`src/rtl/load_store_unit_if.sv`:
```
// Ready-handshaked data-memory port between the load/store unit (master) and memory (slave).
interface load_store_unit_if;
  logic        mem_req_out;
  logic        mem_we_out;
  logic [31:0] mem_addr_out;
  logic [31:0] mem_wdata_out;
  logic [3:0]  mem_wstrb_out;
  logic        mem_ready_in;
  logic [31:0] mem_rdata_in;

  modport master (
    output mem_req_out, mem_we_out, mem_addr_out, mem_wdata_out, mem_wstrb_out,
    input  mem_ready_in, mem_rdata_in
  );

  modport slave (
    input  mem_req_out, mem_we_out, mem_addr_out, mem_wdata_out, mem_wstrb_out,
    output mem_ready_in, mem_rdata_in
  );
endinterface

```
`src/rtl/load_store_unit.sv`:
```
// RV32I load/store stage: turns the ALU address into one memory access, stalls the
// core until it retires, and extends load data.
module load_store_unit #(
  parameter int unsigned TIMEOUT_CYCLES = 256
) (
  input  logic               clk_in,
  input  logic               rst_n_in,
  input  logic               valid_in,
  input  logic [6:0]         opcode_in,
  input  logic [2:0]         funct3_in,
  input  logic [31:0]        alu_result_in,
  input  logic [31:0]        rs2_value_in,
  output logic               stall_out,
  output logic               done_out,
  output logic               load_valid_out,
  output logic [31:0]        load_data_out,
  output logic               error_out,
  load_store_unit_if.master  mem
);

  localparam logic [6:0] OP_LOAD  = 7'b0000011;
  localparam logic [6:0] OP_STORE = 7'b0100011;
  localparam int unsigned CNT_W = (TIMEOUT_CYCLES > 1) ? $clog2(TIMEOUT_CYCLES) : 1;
  localparam logic [CNT_W-1:0] CNT_LAST = CNT_W'((TIMEOUT_CYCLES > 0) ? TIMEOUT_CYCLES - 1 : 0);
  localparam bit TIMEOUT_EN = (TIMEOUT_CYCLES != 0);

  typedef enum logic [1:0] {IDLE, BUSY, DONE} state_t;

  state_t           state, next_state;
  logic             is_load, is_store, accept, f3_legal, aligned, access_ok;
  logic [3:0]       st_strb;
  logic [31:0]      st_data;
  logic [31:0]      rd_shift, rd_ext;
  logic             timed_out;

  logic             req_we;
  logic [31:0]      req_addr;
  logic [31:0]      req_wdata;
  logic [3:0]       req_wstrb;
  logic             req_is_load;
  logic [2:0]       req_funct3;
  logic [1:0]       req_offset;
  logic             err_flag;
  logic             load_ok;
  logic [CNT_W-1:0] req_cnt;
  logic [31:0]      load_data_q;

  // Decode of the presented instruction: legality, alignment and store lane shaping.
  always_comb begin
    is_load  = (opcode_in == OP_LOAD);
    is_store = (opcode_in == OP_STORE);
    accept   = valid_in && (is_load || is_store);
    if (is_load)
      f3_legal = (funct3_in != 3'b011) && (funct3_in[2:1] != 2'b11);
    else
      f3_legal = (funct3_in[2] == 1'b0) && (funct3_in[1:0] != 2'b11);
    case (funct3_in[1:0])
      2'b00:   aligned = 1'b1;
      2'b01:   aligned = ~alu_result_in[0];
      2'b10:   aligned = (alu_result_in[1:0] == 2'b00);
      default: aligned = 1'b0;
    endcase
    access_ok = f3_legal && aligned;
    case (funct3_in[1:0])
      2'b00: begin
        st_strb = 4'b0001 << alu_result_in[1:0];
        st_data = {4{rs2_value_in[7:0]}};
      end
      2'b01: begin
        st_strb = alu_result_in[1] ? 4'b1100 : 4'b0011;
        st_data = {2{rs2_value_in[15:0]}};
      end
      default: begin
        st_strb = 4'b1111;
        st_data = rs2_value_in;
      end
    endcase
  end

  always_comb begin
    rd_shift = mem.mem_rdata_in >> {req_offset, 3'b000};
    case (req_funct3)
      3'b000:  rd_ext = {{24{rd_shift[7]}}, rd_shift[7:0]};
      3'b001:  rd_ext = {{16{rd_shift[15]}}, rd_shift[15:0]};
      3'b100:  rd_ext = {24'h000000, rd_shift[7:0]};
      3'b101:  rd_ext = {16'h0000, rd_shift[15:0]};
      default: rd_ext = rd_shift;
    endcase
  end

  assign timed_out = TIMEOUT_EN && (state == BUSY) && !mem.mem_ready_in && (req_cnt == CNT_LAST);

  always_ff @(posedge clk_in or negedge rst_n_in) begin
    if (!rst_n_in)
      state <= IDLE;
    else
      state <= next_state;
  end

  // Stall is gated by reset so a held instruction cannot stall the core during reset.
  always_comb begin
    next_state = state;
    stall_out  = 1'b0;
    case (state)
      IDLE: begin
        if (accept) begin
          stall_out  = rst_n_in;
          next_state = access_ok ? BUSY : DONE;
        end
      end
      BUSY: begin
        stall_out = 1'b1;
        if (mem.mem_ready_in || timed_out)
          next_state = DONE;
      end
      DONE:    next_state = IDLE;
      default: next_state = IDLE;
    endcase
  end

  always_ff @(posedge clk_in or negedge rst_n_in) begin
    if (!rst_n_in) begin
      req_we      <= 1'b0;
      req_addr    <= '0;
      req_wdata   <= '0;
      req_wstrb   <= '0;
      req_is_load <= 1'b0;
      req_funct3  <= '0;
      req_offset  <= '0;
      err_flag    <= 1'b0;
      load_ok     <= 1'b0;
      req_cnt     <= '0;
      load_data_q <= '0;
    end else begin
      case (state)
        IDLE: begin
          if (accept) begin
            err_flag <= !access_ok;
            load_ok  <= 1'b0;
            req_cnt  <= '0;
            if (access_ok) begin
              req_we      <= is_store;
              req_addr    <= {alu_result_in[31:2], 2'b00};
              req_wdata   <= is_store ? st_data : 32'h0;
              req_wstrb   <= is_store ? st_strb : 4'b0000;
              req_is_load <= is_load;
              req_funct3  <= funct3_in;
              req_offset  <= alu_result_in[1:0];
            end
          end
        end
        BUSY: begin
          if (mem.mem_ready_in) begin
            if (req_is_load) begin
              load_data_q <= rd_ext;
              load_ok     <= 1'b1;
            end
            req_we    <= 1'b0;
            req_wstrb <= 4'b0000;
          end else if (timed_out) begin
            err_flag  <= 1'b1;
            req_we    <= 1'b0;
            req_wstrb <= 4'b0000;
          end else begin
            req_cnt <= req_cnt + CNT_W'(1);
          end
        end
        DONE: begin
          err_flag <= 1'b0;
          load_ok  <= 1'b0;
        end
        default: begin
          err_flag <= 1'b0;
          load_ok  <= 1'b0;
        end
      endcase
    end
  end

  assign mem.mem_req_out   = (state == BUSY);
  assign mem.mem_we_out    = req_we;
  assign mem.mem_addr_out  = req_addr;
  assign mem.mem_wdata_out = req_wdata;
  assign mem.mem_wstrb_out = req_wstrb;

  assign done_out       = (state == DONE);
  assign error_out      = (state == DONE) && err_flag;
  assign load_valid_out = (state == DONE) && load_ok;
  assign load_data_out  = load_data_q;

endmodule

```
`src/flat_wrapper.sv`:
```
// flat-port wrapper written by rule: the top's interface ports become plain ports
module load_store_unit_flat 
#(
  parameter int unsigned TIMEOUT_CYCLES = 256
)
  (clk_in, rst_n_in, valid_in, opcode_in, funct3_in, alu_result_in, rs2_value_in, stall_out, done_out, load_valid_out, load_data_out, error_out, mem_mem_req_out, mem_mem_we_out, mem_mem_addr_out, mem_mem_wdata_out, mem_mem_wstrb_out, mem_mem_ready_in, mem_mem_rdata_in);
  load_store_unit_if mem_i ();
  input  logic clk_in;
  input  logic rst_n_in;
  input  logic valid_in;
  input  logic [6:0] opcode_in;
  input  logic [2:0] funct3_in;
  input  logic [31:0] alu_result_in;
  input  logic [31:0] rs2_value_in;
  output logic stall_out;
  output logic done_out;
  output logic load_valid_out;
  output logic [31:0] load_data_out;
  output logic error_out;
  output wire logic [$bits(mem_i.mem_req_out)-1:0] mem_mem_req_out;
  output wire logic [$bits(mem_i.mem_we_out)-1:0] mem_mem_we_out;
  output wire logic [$bits(mem_i.mem_addr_out)-1:0] mem_mem_addr_out;
  output wire logic [$bits(mem_i.mem_wdata_out)-1:0] mem_mem_wdata_out;
  output wire logic [$bits(mem_i.mem_wstrb_out)-1:0] mem_mem_wstrb_out;
  input wire logic [$bits(mem_i.mem_ready_in)-1:0] mem_mem_ready_in;
  input wire logic [$bits(mem_i.mem_rdata_in)-1:0] mem_mem_rdata_in;
  assign mem_mem_req_out = mem_i.mem_req_out;
  assign mem_mem_we_out = mem_i.mem_we_out;
  assign mem_mem_addr_out = mem_i.mem_addr_out;
  assign mem_mem_wdata_out = mem_i.mem_wdata_out;
  assign mem_mem_wstrb_out = mem_i.mem_wstrb_out;
  assign mem_i.mem_ready_in = mem_mem_ready_in;
  assign mem_i.mem_rdata_in = mem_mem_rdata_in;
  load_store_unit #(.TIMEOUT_CYCLES(TIMEOUT_CYCLES)) u_core (.clk_in(clk_in), .rst_n_in(rst_n_in), .valid_in(valid_in), .opcode_in(opcode_in), .funct3_in(funct3_in), .alu_result_in(alu_result_in), .rs2_value_in(rs2_value_in), .stall_out(stall_out), .done_out(done_out), .load_valid_out(load_valid_out), .load_data_out(load_data_out), .error_out(error_out), .mem(mem_i));
endmodule
```
`config.mk`:
```
export PLATFORM = sky130hd
export DESIGN_NAME = load_store_unit_flat
export DESIGN_NICKNAME = d
export VERILOG_FILES = /design/src/rtl/load_store_unit_if.sv /design/src/rtl/load_store_unit.sv /design/src/flat_wrapper.sv
export SDC_FILE = /design/constraint.sdc
export NUM_CORES = 1
export LEC_CHECK = 0
export CAP_MARGIN = 10
export CORE_MARGIN = 10
export CORE_UTILIZATION = 48
export CTS_BUF_LIST = sky130_fd_sc_hd__clkbuf_4
export CTS_CLUSTER_DIAMETER = 120
export DETAILED_ROUTE_END_ITERATION = 12
export GPL_ROUTABILITY_DRIVEN = 0
export HOLD_SLACK_MARGIN = 0.06
export PLACE_DENSITY = 0.86
export SLEW_MARGIN = 20
export SYNTH_ARGS = -nofsm -noshare
export SYNTH_HDL_FRONTEND = slang
export SYNTH_SLANG_ARGS = --single-unit
```
`constraint.sdc`:
```
create_clock -name clk_in -period 3.1 [get_ports clk_in]
set_input_delay 0.62 -clock clk_in [delete_from_list [all_inputs] [get_ports clk_in]]
set_output_delay 0.62 -clock clk_in [all_outputs]
set_load 0.005 [all_outputs]
```
==> summary.txt <==
Synth Cell Area: 0.00586 sq mm
Initial Utilization: 49.0%
Clk buf depth: 2
Routed wire per std cell: 19.4 microns
Top_reg_cell synth: dfrtp_1
Setup CP Type: in -> out
CTS resizes: 0
Synthesized instance count: 581
F_max: 350 MHz
# hold bufs at CTS: 1
Grt total ovfl: 0
Core area: 0.0120 sq mm
Final setup vio count: 0
Post-DP HPWL: 14100 microns
Die Width: 130 microns
CTS buffer count: 17
Initial antenna violation count: 0
Ys Warns: 0
Seq/Total Area, Yosys: 50.0%
DRC: 0
Most frequent cells in the layout: clkdlybuf4s50_1 (212), dfrtp_1 (117), nand2_1 (93)
Vias per cell: 5.50
Post-synth ARST share: 100%
NumNets Final: 900
Cell variety after synth: 49
First-pass GRT wire length: 28400 microns
Worst hold-check path type: reg -> reg
Drt total wl: 18400 microns
Layout cells sized above 1: 13.8%
Total Routing Usage GR: 21.5%
Layout Skew: 0.0131 ns
Clock Pin Slew Worst Setup and Hold Paths: 0.09 ns
Clock insertion delay at the later pin of the skew report: 0.54 ns
# IOs: 216
Peak supply drop: 0.000328 V
Postcts setup bufs: 0
Seq cells post-synth: 117
Final hold vios: 0
Worst rel slew slack: 40.2%
Period minus WS final: 2.86 ns
Post-route clock period utilization: 92.3%
Outcome: completed
Crit. End Element: output pin
Max_cap viols: 0
Die area: 0.0170 sq mm
Req. time, crit path: 2.48 ns
Critical path arrival: 2.24 ns
Largest net degree at the start of global routing: 54
Sum of negative setup slack: 0 ns
Hold Slack: 0.491 ns
TritonCTS clock tree: built
RSZ-0062 raised after global routing: no
CTS Sinks: 117
Syn Area/Cell: 10.1 sq um
Ant diodes: 0
# rows: 40
Die Ht: 130 microns
Vias in the first global route: 5323
Synth-to-layout area growth: 42.9%
Worst-Margin Slew: 0.891 ns
PortBufs: 213
H-tree levels: 4
Commonest non-fill, non-tap cell in the layout: clkdlybuf4s50_1
Post-DRT Antenna Nets: 0
Leak: 3.67 nW
Worst Path Max Fanout: 3
1st-pass router iterations: 5
Final number of max-transition violations: 0
Crit start category: input port
PD cells: 381 mW/mm^2
EDFF count, synth: 0
Vias after detailed routing: 5224
DR iter-0 viols: 385
CTS root buf: clkbuf_4
[cell usage after synthesis (2+ instances only)]
cell type | n | share of area [%]
dfrtp_1 | 117 | 50
nand2_1 | 93 | 6.0
o21ai_0 | 58 | 5.0
a21oi_1 | 53 | 4.5
nor2_1 | 48 | 3.1
mux2_2 | 38 | 7.3
mux2i_1 | 24 | 4.1
mux2_4 | 21 | 5.4
clkbuf_1 | 19 | 1.2
buf_2 | 12 | 1.0
and2_1 | 10 | 1.1
nand3_1 | 9 | 0.77
buf_6 | 6 | 1.2
nand2b_1 | 6 | 0.64
nor2b_1 | 6 | 0.64
a31oi_1 | 5 | 0.53
a22o_1 | 4 | 0.60
and3_1 | 4 | 0.43
nand4_1 | 4 | 0.43
nor3_1 | 4 | 0.34
a21o_1 | 3 | 0.38
buf_4 | 3 | 0.38
nor3b_1 | 3 | 0.38
a31o_2 | 2 | 0.30
buf_1 | 2 | 0.13
inv_1 | 2 | 0.13
nor4_4 | 2 | 0.73
o21bai_1 | 2 | 0.26
[path summary, 6_finish.rpt]
check,from,endpoint,slack (ns),depth (start not counted)
setup / recovery,valid_in,stall_out,0.24,6
hold / removal,u_core.mem.mem_we_out,u_core.mem.mem_we_out,0.49,1
setup reg to reg,u_core.req_offset[1],u_core.load_data_out[27],0.85,5
hold reg to reg,u_core.mem.mem_we_out,u_core.mem.mem_we_out,0.49,1
max in group asynchronous,rst_n_in,u_core.req_cnt[5],1.01,4
min in group asynchronous,rst_n_in,u_core.mem.mem_wstrb_out[0],0.51,2
[cells by family (layout without fill, tap and decap cells)]
group	Yosys count	count (layout)	synth area share, %
flops	117	117	50.0
other cells	1	2	0.0640
compound gates	137	137	13.1
simple gates	198	198	15.8
buf+inv	44	264	4.04
mux	83	83	16.8
fa+ha+maj	1	1	0.214
[worst max-delay path: stages]
cell and delay [ns]:
clkdlybuf4s50_1 0.50, nor3b_1 0.24, and2_1 0.19, a21oi_1 0.07, nor2_1 0.10, clkdlybuf4s50_1 0.52
[final cells by class]
cell class / instances / area (sq um)
fillers: 879 / 3590
flip-flops and latches: 117 / 2930
multi-input cells: 421 / 2710
repair buffers: 230 / 2270
well taps: 147 / 184
clock inverters: 15 / 144
clock buffers: 17 / 128
inverters: 2 / 7.51
[registers in the layout, summed over array words and instances (netlist names)]
name / flops
u_core.req_is_load: 1
u_core.load_data_out: 32
u_core.err_flag: 1
u_core.mem.mem_wdata_out: 32
u_core.req_offset: 2
u_core.mem.mem_addr_out: 30
u_core.state: 2
u_core.req_cnt: 8
u_core.mem.mem_we_out: 1
u_core.mem.mem_wstrb_out: 4
u_core.load_ok: 1
u_core.req_funct3: 3
[through the flow]
step / total power, mW / cell area [sq um] / utilization (%) / instances / setup slack [ns]
final: 3.19 / 8370 / 70.0 / 949 / 0.239
after global routing: 3.34 / 8370 / 70.0 / 949 / 0.114
after CTS: 3.22 / 8370 / 70.0 / 949 / 0.201
after detailed placement: 2.12 / 8090 / 67.6 / 916 / 0.238
after global placement: 2.10 / 8090 / 67.6 / 916 / 0.278
after floorplan: 1.83 / 5860 / - / 582 / 1.15
[routing by layer]
| metal | up-vias | track usage (%) | wire [microns] |
|---|---|---|---|
| li1 | 2434 | - | - |
| met1 | 2471 | 24.1 | 7030 |
| met2 | 275 | 33.8 | 8540 |
| met3 | 44 | 11.8 | 2360 |
| met4 | 0 | 8.31 | 478 |
| met5 | - | 0 | 0 |
[report_power, final]
part	leakage, nW	switching (mW)	internal [mW]
sequential	1.62	0.0354	1.57
clock	0.147	0.568	0.533
combinational	1.90	0.205	0.282
total	3.67	0.808	2.38
No activity file was read; power rests on OpenSTA's default activity.
